<file path="src/rtl/union_find_pc.sv">
// Union-find engine with min-root linking and path-halving find, used for
// connected-component labelling. One operation at a time via start/busy/done.
module union_find_pc #(
  parameter int unsigned N          = 64,
  parameter int unsigned ADDR_WIDTH = $clog2(N)
) (
  input  logic                  clk,
  input  logic                  rst_n,
  input  logic                  start,
  input  logic [1:0]            op,
  input  logic [ADDR_WIDTH-1:0] node1,
  input  logic [ADDR_WIDTH-1:0] node2,
  output logic                  busy,
  output logic                  done,
  output logic [ADDR_WIDTH-1:0] result,
  output logic                  same,
  output logic                  err
);

  typedef enum logic [2:0] {StInit, StIdle, StWalkA, StWalkB, StLink, StDone} state_e;

  localparam logic [1:0] OpFind  = 2'b00;
  localparam logic [1:0] OpUnion = 2'b01;
  localparam logic [1:0] OpSame  = 2'b10;
  localparam logic [1:0] OpClear = 2'b11;

  state_e                state_q, state_d;
  logic [1:0]            op_q, op_d;
  logic [ADDR_WIDTH-1:0] n2_q, n2_d;
  logic [ADDR_WIDTH-1:0] x_q, x_d;
  logic [ADDR_WIDTH-1:0] ra_q, ra_d;
  logic [ADDR_WIDTH-1:0] rb_q, rb_d;
  logic [ADDR_WIDTH-1:0] cnt_q, cnt_d;
  logic                  clr_q, clr_d;
  logic [ADDR_WIDTH-1:0] result_q, result_d;
  logic                  same_q, same_d;
  logic                  err_q, err_d;

  logic [ADDR_WIDTH-1:0] parent_q [N];
  logic                  we;
  logic [ADDR_WIDTH-1:0] waddr, wdata;

  logic [ADDR_WIDTH-1:0] p, pp;
  logic                  n1_bad, n2_bad, bad;

  assign p  = parent_q[x_q];
  assign pp = parent_q[p];

  assign n1_bad = 32'(node1) >= N;
  assign n2_bad = 32'(node2) >= N;
  // FIND ignores node2, CLEAR ignores both operands.
  assign bad    = (op != OpClear) &&
                  (n1_bad || (((op == OpUnion) || (op == OpSame)) && n2_bad));

  always_comb begin
    state_d  = state_q;
    op_d     = op_q;
    n2_d     = n2_q;
    x_d      = x_q;
    ra_d     = ra_q;
    rb_d     = rb_q;
    cnt_d    = cnt_q;
    clr_d    = clr_q;
    result_d = result_q;
    same_d   = same_q;
    err_d    = err_q;
    we       = 1'b0;
    waddr    = '0;
    wdata    = '0;

    unique case (state_q)
      StInit: begin
        we    = 1'b1;
        waddr = cnt_q;
        wdata = cnt_q;
        cnt_d = cnt_q + ADDR_WIDTH'(1);
        if (32'(cnt_q) == N - 1) begin
          cnt_d   = '0;
          clr_d   = 1'b0;
          state_d = clr_q ? StDone : StIdle;
        end
      end
      StIdle: begin
        if (start) begin
          op_d   = op;
          n2_d   = node2;
          x_d    = node1;
          err_d  = 1'b0;
          same_d = 1'b0;
          if (op == OpClear) begin
            clr_d   = 1'b1;
            cnt_d   = '0;
            state_d = StInit;
          end else if (bad) begin
            err_d    = 1'b1;
            result_d = '0;
            state_d  = StDone;
          end else begin
            state_d = StWalkA;
          end
        end
      end
      StWalkA: begin
        if (p == x_q) begin
          ra_d = x_q;
          if (op_q == OpFind) begin
            result_d = x_q;
            state_d  = StDone;
          end else begin
            x_d     = n2_q;
            state_d = StWalkB;
          end
        end else begin
          we    = 1'b1;
          waddr = x_q;
          wdata = pp;
          x_d   = pp;
        end
      end
      StWalkB: begin
        if (p == x_q) begin
          rb_d = x_q;
          if (op_q == OpSame) begin
            result_d = ra_q;
            same_d   = (ra_q == x_q);
            state_d  = StDone;
          end else begin
            state_d = StLink;
          end
        end else begin
          we    = 1'b1;
          waddr = x_q;
          wdata = pp;
          x_d   = pp;
        end
      end
      StLink: begin
        same_d   = (ra_q == rb_q);
        result_d = (ra_q < rb_q) ? ra_q : rb_q;
        if (ra_q != rb_q) begin
          we    = 1'b1;
          waddr = (ra_q < rb_q) ? rb_q : ra_q;
          wdata = (ra_q < rb_q) ? ra_q : rb_q;
        end
        state_d = StDone;
      end
      StDone: begin
        state_d = StIdle;
      end
      default: begin
        state_d = StInit;
        cnt_d   = '0;
      end
    endcase
  end

  always_ff @(posedge clk or negedge rst_n) begin
    if (!rst_n) begin
      state_q  <= StInit;
      op_q     <= OpFind;
      n2_q     <= '0;
      x_q      <= '0;
      ra_q     <= '0;
      rb_q     <= '0;
      cnt_q    <= '0;
      clr_q    <= 1'b0;
      result_q <= '0;
      same_q   <= 1'b0;
      err_q    <= 1'b0;
    end else begin
      state_q  <= state_d;
      op_q     <= op_d;
      n2_q     <= n2_d;
      x_q      <= x_d;
      ra_q     <= ra_d;
      rb_q     <= rb_d;
      cnt_q    <= cnt_d;
      clr_q    <= clr_d;
      result_q <= result_d;
      same_q   <= same_d;
      err_q    <= err_d;
    end
  end

  // Table contents are rebuilt by INIT after every reset, so no reset here.
  always_ff @(posedge clk) begin
    if (we) begin
      parent_q[waddr] <= wdata;
    end
  end

  assign busy   = (state_q != StIdle);
  assign done   = (state_q == StDone);
  assign result = result_q;
  assign same   = same_q;
  assign err    = err_q;

endmodule

</file>
<file path="config.mk">
export PLATFORM = sky130hd
export DESIGN_NAME = union_find_pc
export DESIGN_NICKNAME = d
export VERILOG_FILES = /design/src/rtl/union_find_pc.sv
export SDC_FILE = /design/constraint.sdc
export NUM_CORES = 1
export LEC_CHECK = 0
export CELL_PAD_IN_SITES_DETAIL_PLACEMENT = 1
export CELL_PAD_IN_SITES_GLOBAL_PLACEMENT = 1
export CORE_ASPECT_RATIO = 0.6
export CORE_UTILIZATION = 54
export CTS_CLUSTER_DIAMETER = 30
export DETAILED_ROUTE_END_ITERATION = 6
export HOLD_SLACK_MARGIN = 0.02
export PLACE_DENSITY = 0.81
export RECOVER_POWER = 100
export REMOVE_ABC_BUFFERS = 1
export SYNTH_ARGS = -nofsm -noshare
export SYNTH_HDL_FRONTEND = slang
export SYNTH_SLANG_ARGS = --single-unit
</file>
<file path="constraint.sdc">
create_clock -name clk -period 8.15 [get_ports clk]
set_input_delay 2.0375 -clock clk [delete_from_list [all_inputs] [get_ports clk]]
set_output_delay 2.0375 -clock clk [all_outputs]
set_load 0.01 [all_outputs]
</file>
## Word level (Yosys, flattened, before mapping)

Memory sizes are Yosys's and may differ from the RTL's.
Cells that the tools add are included.
Widths: inputs -> output; s select.

| storage, ports and cells | value |
|---|---|
| bits in registers | 43 |
| memories kept | 1 |
| word-level logic and storage cells | 97 |
| memory bits (writable) | 384 |

Memories:

| memory | depth | bits a word | read ports | clocked after Yosys merged registers in | wr ports | RTL line | text |
|---|---|---|---|---|---|---|---|
| parent_q | 64 | 6 | 2 | 0 | 1 | 39 | `logic [ADDR_WIDTH-1:0] parent_q [N];` |

| cells by class | value |
|---|---|
| mux-type cells | 44 |
| order comparisons | 1 |
| equal/unequal tests | 22 |
| $add $sub $neg | 1 |
| reductions and logical operators | 17 |
| bitwise logic cells | 1 |

Operators with widths:

| kind | number |
|---|---|
| $mux 6 | 17 |
| $pmux 6 s3 | 5 |
| $eq 6x6->1 | 3 |
| $mux 3 | 6 |
| $pmux 3 s6 | 1 |
| $ne 2x2->1 const B | 8 |
| $reduce_and 4->1 | 4 |
| $mux 1 | 11 |
| $reduce_bool 3->1 | 3 |
| $add 6x1->6 const B | 1 |
| $eq 3x2->1 const B | 2 |
| $eq 3x3->1 const B | 2 |
| $eq 6x6->1 const B | 1 |
| $lt 6x6->1 | 1 |
| $ne 6x6->1 | 1 |
| $pmux 1 s3 | 2 |
| $reduce_and 2->1 | 3 |
| $reduce_and 5->1 | 1 |
| $eq 2x2->1 const B | 2 |
| $reduce_or 4->1 | 1 |
| $eq 3x1->1 const B | 1 |
| $logic_not 3->1 | 1 |
| $ne 3x1->1 const B | 1 |
| $ne 3x3->1 const B | 1 |
| other kinds (7) | 7 |

## Longest topological paths before layout

An unclocked memory read counts as a cell.

| logic depth | value |
|---|---|
| word-level depth | 6 |
| gate-level depth with buffers | 19 |
| gate-level depth less buffers | 12 |

## Worst setup path after synthesis

OpenSTA, ideal clock, no wires.

| timing | value |
|---|---|
| path type | register to register |
| start point | register x_q[0] |
| end point | memory parent_q[0][3] in the netlist's numbering (data pin) |
| stages on the path, launching flop included | 16 |
| data arrival time | 5.815 ns |
| required time | 7.431 ns |
| clock period less this slack | 6.535 ns |
| buffers on the path | 5 |
| library setup time | 0.719 ns |
| setup slack | 1.615 ns |
| cells stage by stage | dfrtp_1 > buf_6 > buf_8 > buf_6 > mux4_2 > a22o_1 > a31oi_1 > nand4_2 > o31ai_4 > buf_2 > clkbuf_1 > nand2_1 > a32o_1 > a221oi_1 > o22ai_1 > o31ai_1 |

| between the ends | value |
|---|---|
| cells in the longest elaborated chain, start to end | 4 |

Ends and longest elaborated chain:

| item | RTL line | text |
|---|---|---|
| start, declared | 30 | `logic [ADDR_WIDTH-1:0] x_q, x_d;` |
| start signal, assigned | 162 | `x_q <= '0;` |
| start signal, assigned | 174 | `x_q <= x_d;` |
| $mem_v2 64x6 | n/a |  |
| $mem_v2 64x6 / $eq 6x6->1 (equally long branches) | n/a |  |
| $mux 6 * | 104, 121 |  |
| $pmux 6 s3 * | 71 | `unique case (state_q)` |
| net wdata[3] | 41 | `logic [ADDR_WIDTH-1:0] waddr, wdata;` |
| end, declared | 39 |  |

Mark *: on every way through the listed nets, which the timed path passes. The rest lies on a longest branch.

## Final worst setup path

| timing | value |
|---|---|
| start point | register x_q[0] |
| end point | memory parent_q[59][0] in the netlist's numbering (data pin) |

Same word-level chain as after synthesis.

==> summary.txt <==
Outcome
  • Status: finished, violations left
  • Failing checks: DRC, capacitance limit, slew limit

Final layout
  • Most common cell after layout, fill and taps aside: edfxtp_1
  • Layout area overhead: 14.6%
  • Final net count: 1607
  • Final core occ: 0.632
  • # fillers: 3583
  • Commonest non-fill, non-tap cells in the layout: 384 x edfxtp_1, 174 x mux2i_1, 128 x nand2_1
  • Share of layout cells above drive strength 1: 0.202
  • Post-layout instance area: 24800 sq um

Worst setup path
  • R2R depth: 14
  • Kind of critical path: register to register
  • Top cell by count, worst path: nand4_1
  • Worst path slowest cell: dfrtp_4
  • Worst path max stage delay: 1070 ps
  • R2r setup slk: 580 ps
  • Crit Reg-Reg Endpoint: parent_q[59][0]
  • Crit path launch type: register
  • Worst path required time: 8480 ps
  • Buf/Inv on CP: 4
  • CP endpoint kind: register
  • CP delay by family, top: buffers and inverters
  • RR Startpoint: x_q[0]
  • WP data arrival: 7900 ps
  • CP Max Fanout: 48
  • Crit-path cells: buf_12, mux2i_1, a22o_1, o21ai_0, nand4_1, nand2_2, clkbuf_2, nor2_1, buf_4, a22oi_1, a21o_1, nand4_1, o221ai_4, clkbuf_1

STA
  • Setup TNS Final: 0 ps
  • Final period util: 0.929
  • PnR worst setup slack: 581 ps
  • Fin crit period: 7570 ps
  • Clock skew: 25.3 ps
  • Slew HR: -0.869
  • Slew @ Worst Pin: 2800 ps
  • Setup-failing EPs final: 0
  • Maximum clock rate: 132 MHz
  • Slew Viols, Final: 53
  • RSZ-0062 raised after global routing: false
  • Hold Vio Cnt, Final: 0

Synthesis
  • Area leader, netlist: edfxtp_1
  • Cell count after synthesis: 1541
  • Top FF cell, synth: edfxtp_1
  • Post-synthesis sequential area ratio: 0.583
  • Syn_area_per_cell: 14.0 sq um
  • Post-synth top area share: 0.533
  • Netlist Area Pre-Place: 21600 sq um
  • Post-synthesis cell type count: 79
  • EDFF count, synth: 384
  • Share of flip-flops with an asynchronous set or reset: 0.101
  • FF+latch count, synth: 427
  • Top post-synthesis cells by area: edfxtp_1 53%, mux4_2 9.4%, mux2i_1 8.0%
  • Synthesis Warnings: 0

Worst hold path
  • Hold Crit Depth: 1
  • Hold Path End: same
  • HP Class: register to register
  • Hold Crit Start: same

Drt
  • Initial DRC count: 2727
  • DR vias/cell: 7.59
  • Vias: 16400
  • WL final: 84800 um
  • Pre-antenna DRT Iters: 7
  • WL/cell: 39.2 um
  • Antenna Nets Post-Route: 0
  • Number of remaining DRC errors: 3

Floorplan
  • Core area: 39200 sq um
  • Die height: 157 um
  • Die ar.: 40900 sq um
  • Initial Util: 0.551
  • Die width: 260 um
  • Ports: 27
  • Core Rows: 56

Flow run
  • Max Cap Violations: 2

Global route
  • Overflow after GRT: 0
  • Vias in the first global route: 16500
  • Initial antenna violation count: 5
  • Largest net degree at the start of global routing: 65
  • GRT Overall Usage: 0.423
  • First-pass GRT wire length: 121000 um

Placed design
  • IO Port Bufs: 25
  • Post-DP HPWL: 56200 um
  • Routability congestion estimate: 0.998
  • Pre-CTS WS: 1610 ps
  • Area after DPL: 22500 sq um

Clock tree
  • CTS Hold Bufs: 0
  • Clock latency on the worst-skew pair: 600 ps
  • H-Tree Depth: 3
  • CTS tree: yes
  • # clock sinks: 427
  • CTS root buffer: clkbuf_16
  • Cts repair resizes: 0
  • CTS buffer count: 69
  • Post-CTS Setup Bufs: 0
  • Clk buf depth: 3
  • Clock-pin slew of the registers on the worst-case setup and hold paths: 50 ps
## registers in the layout, indices dropped and copies added, names as in the netlist
register  flops
result        6
x_q           6
op_q          2
n2_q          6
parent_q    384
same          1
ra_q          6
cnt_q         6
clr_q         1
rb_q          6
state_q       3
## synthesized netlist by cell type, drive strengths merged (7+ instances only)
cell type and n:
and2 10, nand2b 8, a21oi 35, a21o 9, nand3 31, and3 7, ha 7, buf 71
nor3 17, a31oi 11, nor2 121, mux2 53, mux4 90, o21ai 46, a22o 21, a32oi 13
o211ai 14, o22ai 30, a22oi 20, o2111ai 7, nand2 129, nand4 12, dfrtp 43, a2111oi 12
inv 11, clkbuf 37, a32o 7, nor2b 11, edfxtp 384, mux2i 174, a221oi 7
## metal layers
layer  global-route usage  share of wire  up-vias
li1                     -              -     6266
met1                0.594           0.39     8368
met2                0.578           0.41     1429
met3                0.167           0.15      335
met4                0.179          0.047       12
met5               0.0169         0.0018        -
## stage by stage
stage / hold WS (ps) / cells
2_1_floorplan: 468 / 1433
3_3_place_gp: 491 / 2033
3_5_place_dp: 503 / 2033
4_1_cts: 511 / 2160
5_1_grt: 539 / 2161
6_report: 504 / 2163
## worst max path at each step
stage                 from               to  slack [ps]  depth (start not counted)
finish              x_q[0]  parent_q[59][0]         580                         14
global route        x_q[0]  parent_q[56][5]         630                         12
CTS                 x_q[0]  parent_q[62][1]        1510                         14
detailed placement  x_q[0]   parent_q[6][1]        1610                         12
global placement    x_q[0]  parent_q[38][1]        1720                         12
floorplan           x_q[0]   parent_q[0][3]       -6620                          9
## cells by family (layout without fill, tap and decap cells)
| kind of cell | Yosys count | count (layout) | synth area share |
|---|---|---|---|
| adder cells (fa/ha/maj) | 7 | 7 | 0.00405 |
| multiplexers | 317 | 317 | 0.202 |
| XOR/XNOR | 10 | 10 | 0.00439 |
| other | 1 | 3 | 0.000173 |
| AO/OA/AOI/OAI | 284 | 284 | 0.0959 |
| AND/OR/NAND/NOR | 374 | 374 | 0.0796 |
| flip-flops | 427 | 427 | 0.583 |
| buffers and inverters | 121 | 219 | 0.0316 |
## area by class of cell
| class | count | area [sq um] | share of cell area |
|---|---|---|---|
| Antenna cell | 2 | 5.00 | 0.000202 |
| Clock buffer | 84 | 1870 | 0.0753 |
| Clock inverter | 43 | 513 | 0.0207 |
| Inverter | 13 | 48.8 | 0.00197 |
| Multi-Input combinational cell | 993 | 8430 | 0.340 |
| Sequential cell | 427 | 12600 | 0.509 |
| Tap cell | 522 | 653 | 0.0263 |
| Timing Repair Buffer | 79 | 667 | 0.0269 |
Power is left out: the tool's default activity adds up to more than one toggle a clock period on the data nets, which glitch-free logic cannot reach.
